`config.mk`:
```
export PLATFORM = sky130hd
export DESIGN_NAME = irq_coalesce_arbiter
export DESIGN_NICKNAME = d
export VERILOG_FILES = /design/src/rtl/irq_coalesce_arbiter.sv
export SDC_FILE = /design/constraint.sdc
export NUM_CORES = 1
export LEC_CHECK = 0
export CAP_MARGIN = 10
export CORE_UTILIZATION = 55
export CTS_BUF_LIST = sky130_fd_sc_hd__clkbuf_8 sky130_fd_sc_hd__clkbuf_16
export DETAILED_ROUTE_END_ITERATION = 8
export MAX_ROUTING_LAYER = met4
export PLACE_DENSITY = 0.74
export SYNTH_ARGS = -nofsm -noshare
export SYNTH_HDL_FRONTEND = slang
export SYNTH_SLANG_ARGS = --single-unit
export TNS_END_PERCENT = 30
```
`constraint.sdc`:
```
create_clock -name clk -period 6.05 [get_ports clk]
set_clock_uncertainty 0.2 [all_clocks]
set_input_delay 1.21 -clock clk [delete_from_list [all_inputs] [get_ports clk]]
set_output_delay 1.21 -clock clk [all_outputs]
set_load 0.005 [all_outputs]
```
`src/rtl/irq_coalesce_arbiter.sv`:
```
// Event coalescing front end: per-source pending counters and age timers feed a
// round-robin one-hot grant. Define IRQ_COAL_ACK_WDOG_EN to add the ack watchdog.
module irq_coalesce_arbiter #(
    parameter int NUM_SRC     = 8,
    parameter int CNT_W       = 8,
    parameter int TMR_W       = 16,
    parameter int HOLDOFF_CYC = 4,
    parameter int ACK_TO_CYC  = 1024
) (
    input  logic               clk,
    input  logic               srst,
    input  logic [NUM_SRC-1:0] src_event,
    input  logic [NUM_SRC-1:0] cfg_enable,
    input  logic [CNT_W-1:0]   cfg_threshold,
    input  logic [TMR_W-1:0]   cfg_timeout,
    input  logic               irq_ack,
    output logic [31:0]        irq_vector,
    output logic [4:0]         irq_src_id,
    output logic [CNT_W-1:0]   irq_event_count,
    output logic               busy,
    output logic               ack_timeout_err
);

    localparam int HO_W = (HOLDOFF_CYC > 1) ? $clog2(HOLDOFF_CYC) : 1;
    localparam logic [HO_W-1:0] HO_LOAD = HO_W'((HOLDOFF_CYC > 0) ? HOLDOFF_CYC - 1 : 0);

    if (NUM_SRC < 1 || NUM_SRC > 32 || HOLDOFF_CYC < 0 || ACK_TO_CYC < 1) begin : g_param_check
        $error("irq_coalesce_arbiter: illegal parameter value");
    end

    typedef enum logic [1:0] {
        S_IDLE     = 2'd0,
        S_WAIT_ACK = 2'd1,
        S_HOLDOFF  = 2'd2
    } state_t;

    logic [CNT_W-1:0]   cnt_q [NUM_SRC];
    logic [CNT_W-1:0]   cnt_d [NUM_SRC];
    logic [TMR_W-1:0]   age_q [NUM_SRC];
    logic [TMR_W-1:0]   age_d [NUM_SRC];
    logic [NUM_SRC-1:0] ready;
    logic [NUM_SRC-1:0] grant;
    logic [CNT_W-1:0]   thr_eff;

    logic               sel_found;
    logic [4:0]         sel_idx;
    logic [CNT_W-1:0]   sel_cnt;

    state_t             state_q;
    logic [4:0]         ptr_q;
    logic [HO_W-1:0]    hold_q;
    logic [31:0]        vec_q;
    logic [4:0]         id_q;
    logic [CNT_W-1:0]   snap_q;
    logic               wd_expire;

    // A threshold of zero behaves as one so a single event can trigger.
    always_comb begin
        thr_eff = (cfg_threshold == '0) ? CNT_W'(1) : cfg_threshold;
        for (int i = 0; i < NUM_SRC; i++) begin
            ready[i] = cfg_enable[i] && (cnt_q[i] != '0) &&
                       ((cnt_q[i] >= thr_eff) ||
                        ((cfg_timeout != '0) && (age_q[i] >= cfg_timeout)));
        end
    end

    // Round-robin: search indices above the pointer first, then wrap to the low ones.
    always_comb begin
        sel_found = 1'b0;
        sel_idx   = '0;
        sel_cnt   = '0;
        for (int i = 0; i < NUM_SRC; i++) begin
            if (!sel_found && ready[i] && (i > int'(ptr_q))) begin
                sel_found = 1'b1;
                sel_idx   = 5'(i);
                sel_cnt   = cnt_q[i];
            end
        end
        for (int i = 0; i < NUM_SRC; i++) begin
            if (!sel_found && ready[i] && (i <= int'(ptr_q))) begin
                sel_found = 1'b1;
                sel_idx   = 5'(i);
                sel_cnt   = cnt_q[i];
            end
        end
    end

    always_comb begin
        for (int i = 0; i < NUM_SRC; i++) begin
            grant[i] = (state_q == S_IDLE) && sel_found && (sel_idx == 5'(i));
        end
    end

    // A grant hands the whole count to the snapshot; a same-cycle event starts the next batch.
    always_comb begin
        for (int i = 0; i < NUM_SRC; i++) begin
            cnt_d[i] = cnt_q[i];
            age_d[i] = age_q[i];
            if (!cfg_enable[i]) begin
                cnt_d[i] = '0;
                age_d[i] = '0;
            end else begin
                if (grant[i]) begin
                    cnt_d[i] = CNT_W'(src_event[i]);
                end else if (src_event[i] && (cnt_q[i] != '1)) begin
                    cnt_d[i] = cnt_q[i] + CNT_W'(1);
                end
                if (grant[i] || (cnt_q[i] == '0)) begin
                    age_d[i] = '0;
                end else if (age_q[i] != '1) begin
                    age_d[i] = age_q[i] + TMR_W'(1);
                end
            end
        end
    end

    always_ff @(posedge clk) begin
        if (srst) begin
            for (int i = 0; i < NUM_SRC; i++) begin
                cnt_q[i] <= '0;
                age_q[i] <= '0;
            end
        end else begin
            for (int i = 0; i < NUM_SRC; i++) begin
                cnt_q[i] <= cnt_d[i];
                age_q[i] <= age_d[i];
            end
        end
    end

    always_ff @(posedge clk) begin
        if (srst) begin
            state_q <= S_IDLE;
            ptr_q   <= 5'(NUM_SRC - 1);
            hold_q  <= '0;
            vec_q   <= '0;
            id_q    <= '0;
            snap_q  <= '0;
        end else begin
            case (state_q)
                S_IDLE: begin
                    if (sel_found) begin
                        state_q <= S_WAIT_ACK;
                        ptr_q   <= sel_idx;
                        vec_q   <= 32'd1 << sel_idx;
                        id_q    <= sel_idx;
                        snap_q  <= sel_cnt;
                    end
                end
                S_WAIT_ACK: begin
                    // Ack and watchdog expiry share the release path; the error flag lives in the watchdog.
                    if (irq_ack || wd_expire) begin
                        vec_q  <= '0;
                        id_q   <= '0;
                        snap_q <= '0;
                        if (HOLDOFF_CYC == 0) begin
                            state_q <= S_IDLE;
                        end else begin
                            state_q <= S_HOLDOFF;
                            hold_q  <= HO_LOAD;
                        end
                    end
                end
                S_HOLDOFF: begin
                    if (hold_q == '0) begin
                        state_q <= S_IDLE;
                    end else begin
                        hold_q <= hold_q - HO_W'(1);
                    end
                end
                default: state_q <= S_IDLE;
            endcase
        end
    end

`ifdef IRQ_COAL_ACK_WDOG_EN
    localparam int WD_W = $clog2(ACK_TO_CYC + 1);
    localparam logic [WD_W-1:0] WD_LAST = WD_W'(ACK_TO_CYC - 1);

    logic [WD_W-1:0] wd_q;
    logic            err_q;

    assign wd_expire = (state_q == S_WAIT_ACK) && !irq_ack && (wd_q == WD_LAST);

    always_ff @(posedge clk) begin
        if (srst) begin
            wd_q  <= '0;
            err_q <= 1'b0;
        end else begin
            if (state_q != S_WAIT_ACK) begin
                wd_q <= '0;
            end else if (!wd_expire) begin
                wd_q <= wd_q + WD_W'(1);
            end
            if (wd_expire) begin
                err_q <= 1'b1;
            end
        end
    end

    assign ack_timeout_err = err_q;
`else
    assign wd_expire       = 1'b0;
    assign ack_timeout_err = 1'b0;
`endif

    assign irq_vector      = vec_q;
    assign irq_src_id      = id_q;
    assign irq_event_count = snap_q;
    assign busy            = (state_q == S_WAIT_ACK) || (state_q == S_HOLDOFF);

endmodule

```
Word-level counts from Yosys, hierarchy flattened
Memory sizes are Yosys's and may differ from the RTL's.
Cells that the tools add are included.
{"block": "word_totals", "in_bits": 43, "ram_bits": 192, "ff_bits": 54, "mem_count": 2}
{"block": "op_classes", "shifts": 1, "n_reduce_logical": 127, "bitwise": 16, "eq_ne": 29, "n_addsub": 17, "muxes": 129, "order_cmp": 30}
{"memory": "age_q", "words": 8, "word_bits": 16, "read_ports": 8, "rd_clocked_by_memory_dff": 0, "write_ports": 8, "line_no": "39", "text": "logic [TMR_W-1:0] age_q [NUM_SRC];"}
{"memory": "cnt_q", "words": 8, "word_bits": 8, "read_ports": 8, "rd_clocked_by_memory_dff": 0, "write_ports": 8, "line_no": "37", "text": "logic [CNT_W-1:0] cnt_q [NUM_SRC];"}
{"cell": "16-bit 2-to-1 mux", "n": 32}
{"cell": "8-bit 2-to-1 mux", "n": 50}
{"cell": "16-bit by 1-bit adder with 16-bit output, second input constant", "n": 8}
{"cell": "16-bit >= comparator", "n": 8}
{"cell": "16-bit != test, second input constant", "n": 8}
{"cell": "5-bit 2-to-1 mux", "n": 16}
{"cell": "8-bit logical NOT", "n": 9}
{"cell": "1-bit logical AND", "n": 69}
{"cell": "8-bit by 1-bit adder with 8-bit output, second input constant", "n": 8}
{"cell": "8-bit >= comparator", "n": 8}
{"cell": "32-bit 2-to-1 mux", "n": 2}
{"cell": "8-bit != test, second input constant", "n": 8}
{"cell": "32-bit one-hot mux with 2 select lines", "n": 1}
{"cell": "8-bit nonzero test", "n": 8}
{"cell": "1-bit by 5-bit << shifter with 32-bit output, first input constant", "n": 1}
{"cell": "5-bit by 3-bit equality test with 1-bit output, second input constant", "n": 4}
{"cell": "3-bit by 5-bit greater-than comparator with 1-bit output, first input constant", "n": 4}
{"cell": "3-bit by 5-bit <= comparator with 1-bit output, first input constant", "n": 4}
{"cell": "1-bit 2-to-1 mux", "n": 19}
{"cell": "1-bit logical OR", "n": 17}
{"cell": "1-bit OR", "n": 16}
{"cell": "8-bit one-hot mux with 2 select lines", "n": 1}
{"cell": "16-bit nonzero test", "n": 1}
{"cell": "1-bit logical NOT", "n": 14}
{"cell": "19 further kinds", "n": 33}

Longest topological paths before layout
{"block": "logic_depth", "word_depth": 68, "depth_mapped": 20}

Worst setup path before layout
No wires, ideal clock.
{"block": "synth_timing", "path_type": "input to register", "start": "input port cfg_threshold[4]", "end": "memory age_q[6][6], in the netlist age_q[1][38]", "slack_ps": 553, "setup_ps": 116, "cell_stages": 18, "t_arrival_ps": 5181, "required_time_ps": 5734, "path_cell_list": "nor4_1 > a41o_1 > ha_1 > nand2b_1 > a2111o_1 > a31oi_1 > o21ai_1 > o21ai_4 > nand3_2 > or4_1 > buf_2 > nor3_4 > o221ai_2 > o21ai_4 > nand2b_1 > buf_6 > buf_6 > nor2_1"}
{"element": "start: declaration", "line_no": "14", "text": "input logic [CNT_W-1:0] cfg_threshold,"}
{"element": "end: declaration", "line_no": "39"}

==> results.md <==
* Final setup fails at 0
* Maximum fanout along the worst path at 7
* Grt total ovfl at 0
* Power density cells at 177.7 mW/mm²
* Post-CTS sizing at 0
* TritonRoute pass-1 iters at 6
* Hold Path Class: reg2reg
* Sequential share of the synthesized area at 27.20%
* Most instantiated cells after synthesis: 300 x nor2_1, 220 x ha_1, 218 x dfxtp_1
* Initial DRC count at roughly 1500
* Setup CP Type: in2reg
* Worst path cell trace: clkdlybuf4s50_1 > inv_1 > ha_1 > nand2_1 > nor4_1 > or4b_1 > a31oi_1 > buf_4 > o21ai_1 > a21oi_2 > buf_4 > nand2b_1 > buf_4 > o311a_1 > and3_1 > nand2_1 > buf_4 > nand2_1 > nor2_1
* Max transition margin at 30.99%
* Row cnt at 62
* RSZ-0062 raised after global routing: false
* DR WL/cell at roughly 21 µm
* Final wirelength at 53960 µm
* Post-DP HPWL at roughly 42000 µm
* Final min period at 5.479 ns
* Vias/cell at 6.060
* First-pass GRT wire length at 83920 µm
* Max IR drop VDD at between 0.2 and 0.25 mV
* Layout cell share with drive strength beyond 1 at 9.328%
* Largest family of logic cells by synthesized area: simple AND/OR/NAND/NOR gates
* Worst-Margin Slew at approximately 1.0 ns
* Initial antenna violation count at 0
* Synth Area in Simple Gates at between 20% and 30%
* Post-Syn Area per Cell at roughly 8.0 µm²
* Synth Flop Type: dfxtp_1
* Setup TNS at 0 ns
* Fmax at 182.5 MHz
* Vias post-DR at between 15000 and 20000
* Gr usage total at between 30% and 40%
* Arrival time at the worst endpoint at 5.72 ns
* Die area at 0.02986 mm²
* Post-synth EDFFs at 0
* Post-synthesis adder-cell area fraction at 17.15%
* P&R area growth vs syn at 16.29%
* Post-synthesis cell type count at 89
* CTS Buf Count at 26
* Top cells by area, synth: dfxtp_1 27%, ha_1 17%, nor2_1 7.0%
* Async SR Flop Fraction at 0%
* Input/output buffers at 62
* Most common cell in the netlist: nor2_1
* Antenna diodes at 0
* Number of global-route vias before repair at 15268
* Setup repair bufs after CTS at 0
* Crit-path max cell delay at 0.52 ns
* Synth Warn # at 0
* Cell Area, Synth at approximately 0.016 mm²
* Number of max-cap violations at 0
* # DRC at 0
* Leak pwr at just under 0.008 µW
* Clock tree sinks at between 200 and 250
* Critical Path Slowest Stage Cell: clkdlybuf4s50_1
* Worst Path Required at 6.29 ns
* Core area at 0.02870 mm²
* Most used cell, CP: buf_4
* Clock buffer depth at 3
* Register-to-register setup slack at 1.47 ns
* Clk_lat worst skew at 0.56 ns
* Final hold vios at 0
* H-tree depth at 1
* Post-synthesis xor/xnor area fraction at under 10%
* Area leader, netlist: dfxtp_1
* Root buf cell: clkbuf_16
* Initial Util at 55.91%
* PnR Total Power at 3316 µW
* Largest net degree at the start of global routing at 18
* Gpl congestion at between 1 and 1.5
* CTS clk-pin slew, worst paths at 0.06 ns
* Compound-cell area share of the yosys netlist at 17.31%
* Die span in y at roughly 170 µm
* I/O pins at 90
* Setup crit end kind: flip-flop
* DIE WIDTH at between 150 and 200 µm
* CTS Hold Bufs at 0
* Startpoint types: input port
* Fin. max-slew vios at 0
* Post-route ant nets at 0
* Fin crit share at 90.56%
* Final net count at approximately 2400
* Mux cell area share after synthesis at under 10%
* Yosys top cell area share at a little over a quarter
* CTS tree: done
* Status: finished clean
* Fill cells at between 2000 and 2500
* #FFs+latches synth at 218
* Synth Instances at 2005
==> layer usage <==
metal  track usage [%]  routed length, µm  vias up
met4             21.46               3756        0
met3             4.507               3395      202
met2             59.81              24660      604
met5                 -                  0        -
li1                  -                  -     7468
met1             43.26              22150     7306
==> kinds of logic (layout without fill, tap and decap cells) <==
kind of cell | count (synthesis) | in the layout
multiplexers | 23 | 23
AND/OR/NAND/NOR | 817 | 817
flip-flops | 218 | 218
AO/OA/AOI/OAI | 415 | 415
other | 1 | 27
adder cells (fa/ha/maj) | 220 | 220
buffers and inverters | 169 | 325
XOR/XNOR | 142 | 142
==> cell type report <==
type / instances / area, µm² / area share (%)
clock buffer: 31 / 719.4 / 3.855
multi-input combinational: 1644 / 10990 / 58.89
clock inverter: 15 / 100.1 / 0.5364
sequential: 218 / 4364 / 23.39
timing repair buffer: 191 / 1677 / 8.985
tap: 384 / 480.5 / 2.575
inverter: 88 / 330.3 / 1.770
==> power breakdown <==
group	leakage [µW]	internal, µW	switching, µW
clock network	0.000441	878	646
registers	0.00176	1450	12.4
logic	0.00561	134	199
total	0.00781	2460	857
==> metrics by stage <==
step	utilization, %	cells	setup WS, ns	cell area, µm²	hold WS (ns)
2_1_floorplan	-	2031	0.5528	16140	0.2495
3_3_place_gp	62.16	2525	0.1173	17840	0.2394
3_5_place_dp	62.16	2525	0.06782	17840	0.2536
4_1_cts	65.01	2571	0.5929	18660	0.2731
5_1_grt	65.01	2571	0.2154	18660	0.2897
6_report	65.01	2571	0.5711	18660	0.2699
==> cells in the final DEF, fill, tap and decap left out, types with 6 or more instances in the layout <==
cell type,Yosys,layout
xor2_1,83,83
a21o_1,17,17
a221oi_1,10,10
xnor2_1,59,59
clkdlybuf4s50_1,0,62
o31ai_1,10,10
a31oi_1,20,20
nor3_1,58,58
nor2b_1,27,27
buf_4,30,122
o2bb2ai_1,6,6
or3_1,12,12
dfxtp_1,218,218
nand2b_1,21,21
nand3_1,93,93
ha_1,220,220
a21oi_1,125,125
mux2i_1,22,22
a2111oi_0,6,6
clkbuf_16,0,26
buf_12,0,7
inv_1,86,95
a211o_1,7,7
a22oi_1,10,10
and3_1,34,34
nand4_1,56,56
o21ai_0,73,73
o21a_1,17,17
nand2_1,165,165
conb_1,1,27
a211oi_1,30,30
o211ai_1,7,7
and4_1,9,9
nor2_1,300,300
nor4_1,6,6
o21ai_1,10,10
==> registers in the layout, indices dropped and copies added, names as in the netlist <==
signal,cells
ptr_q,3
irq_vector,8
age_q,128
irq_src_id,3
cnt_q,64
state_q,2
irq_event_count,8
hold_q,2
==> worst paths after layout <==
path,from,to,depth (start not counted)
worst max-delay path,cfg_timeout[15],cnt_q[1][6],19
worst min-delay path,irq_vector[5],irq_vector[5],2
worst min register to register,irq_vector[5],irq_vector[5],2
worst max register to register,age_q[0][47],cnt_q[1][6],17
==> critical path, delay by kind of cell <==
family | cells | cell delay, ns
AO/OA/AOI/OAI | 4 | 1.03
adder cells (fa/ha/maj) | 1 | 0.30
buffers and inverters | 6 | 1.27
AND/OR/NAND/NOR | 8 | 1.89
Power figures use the tool's default switching activity.
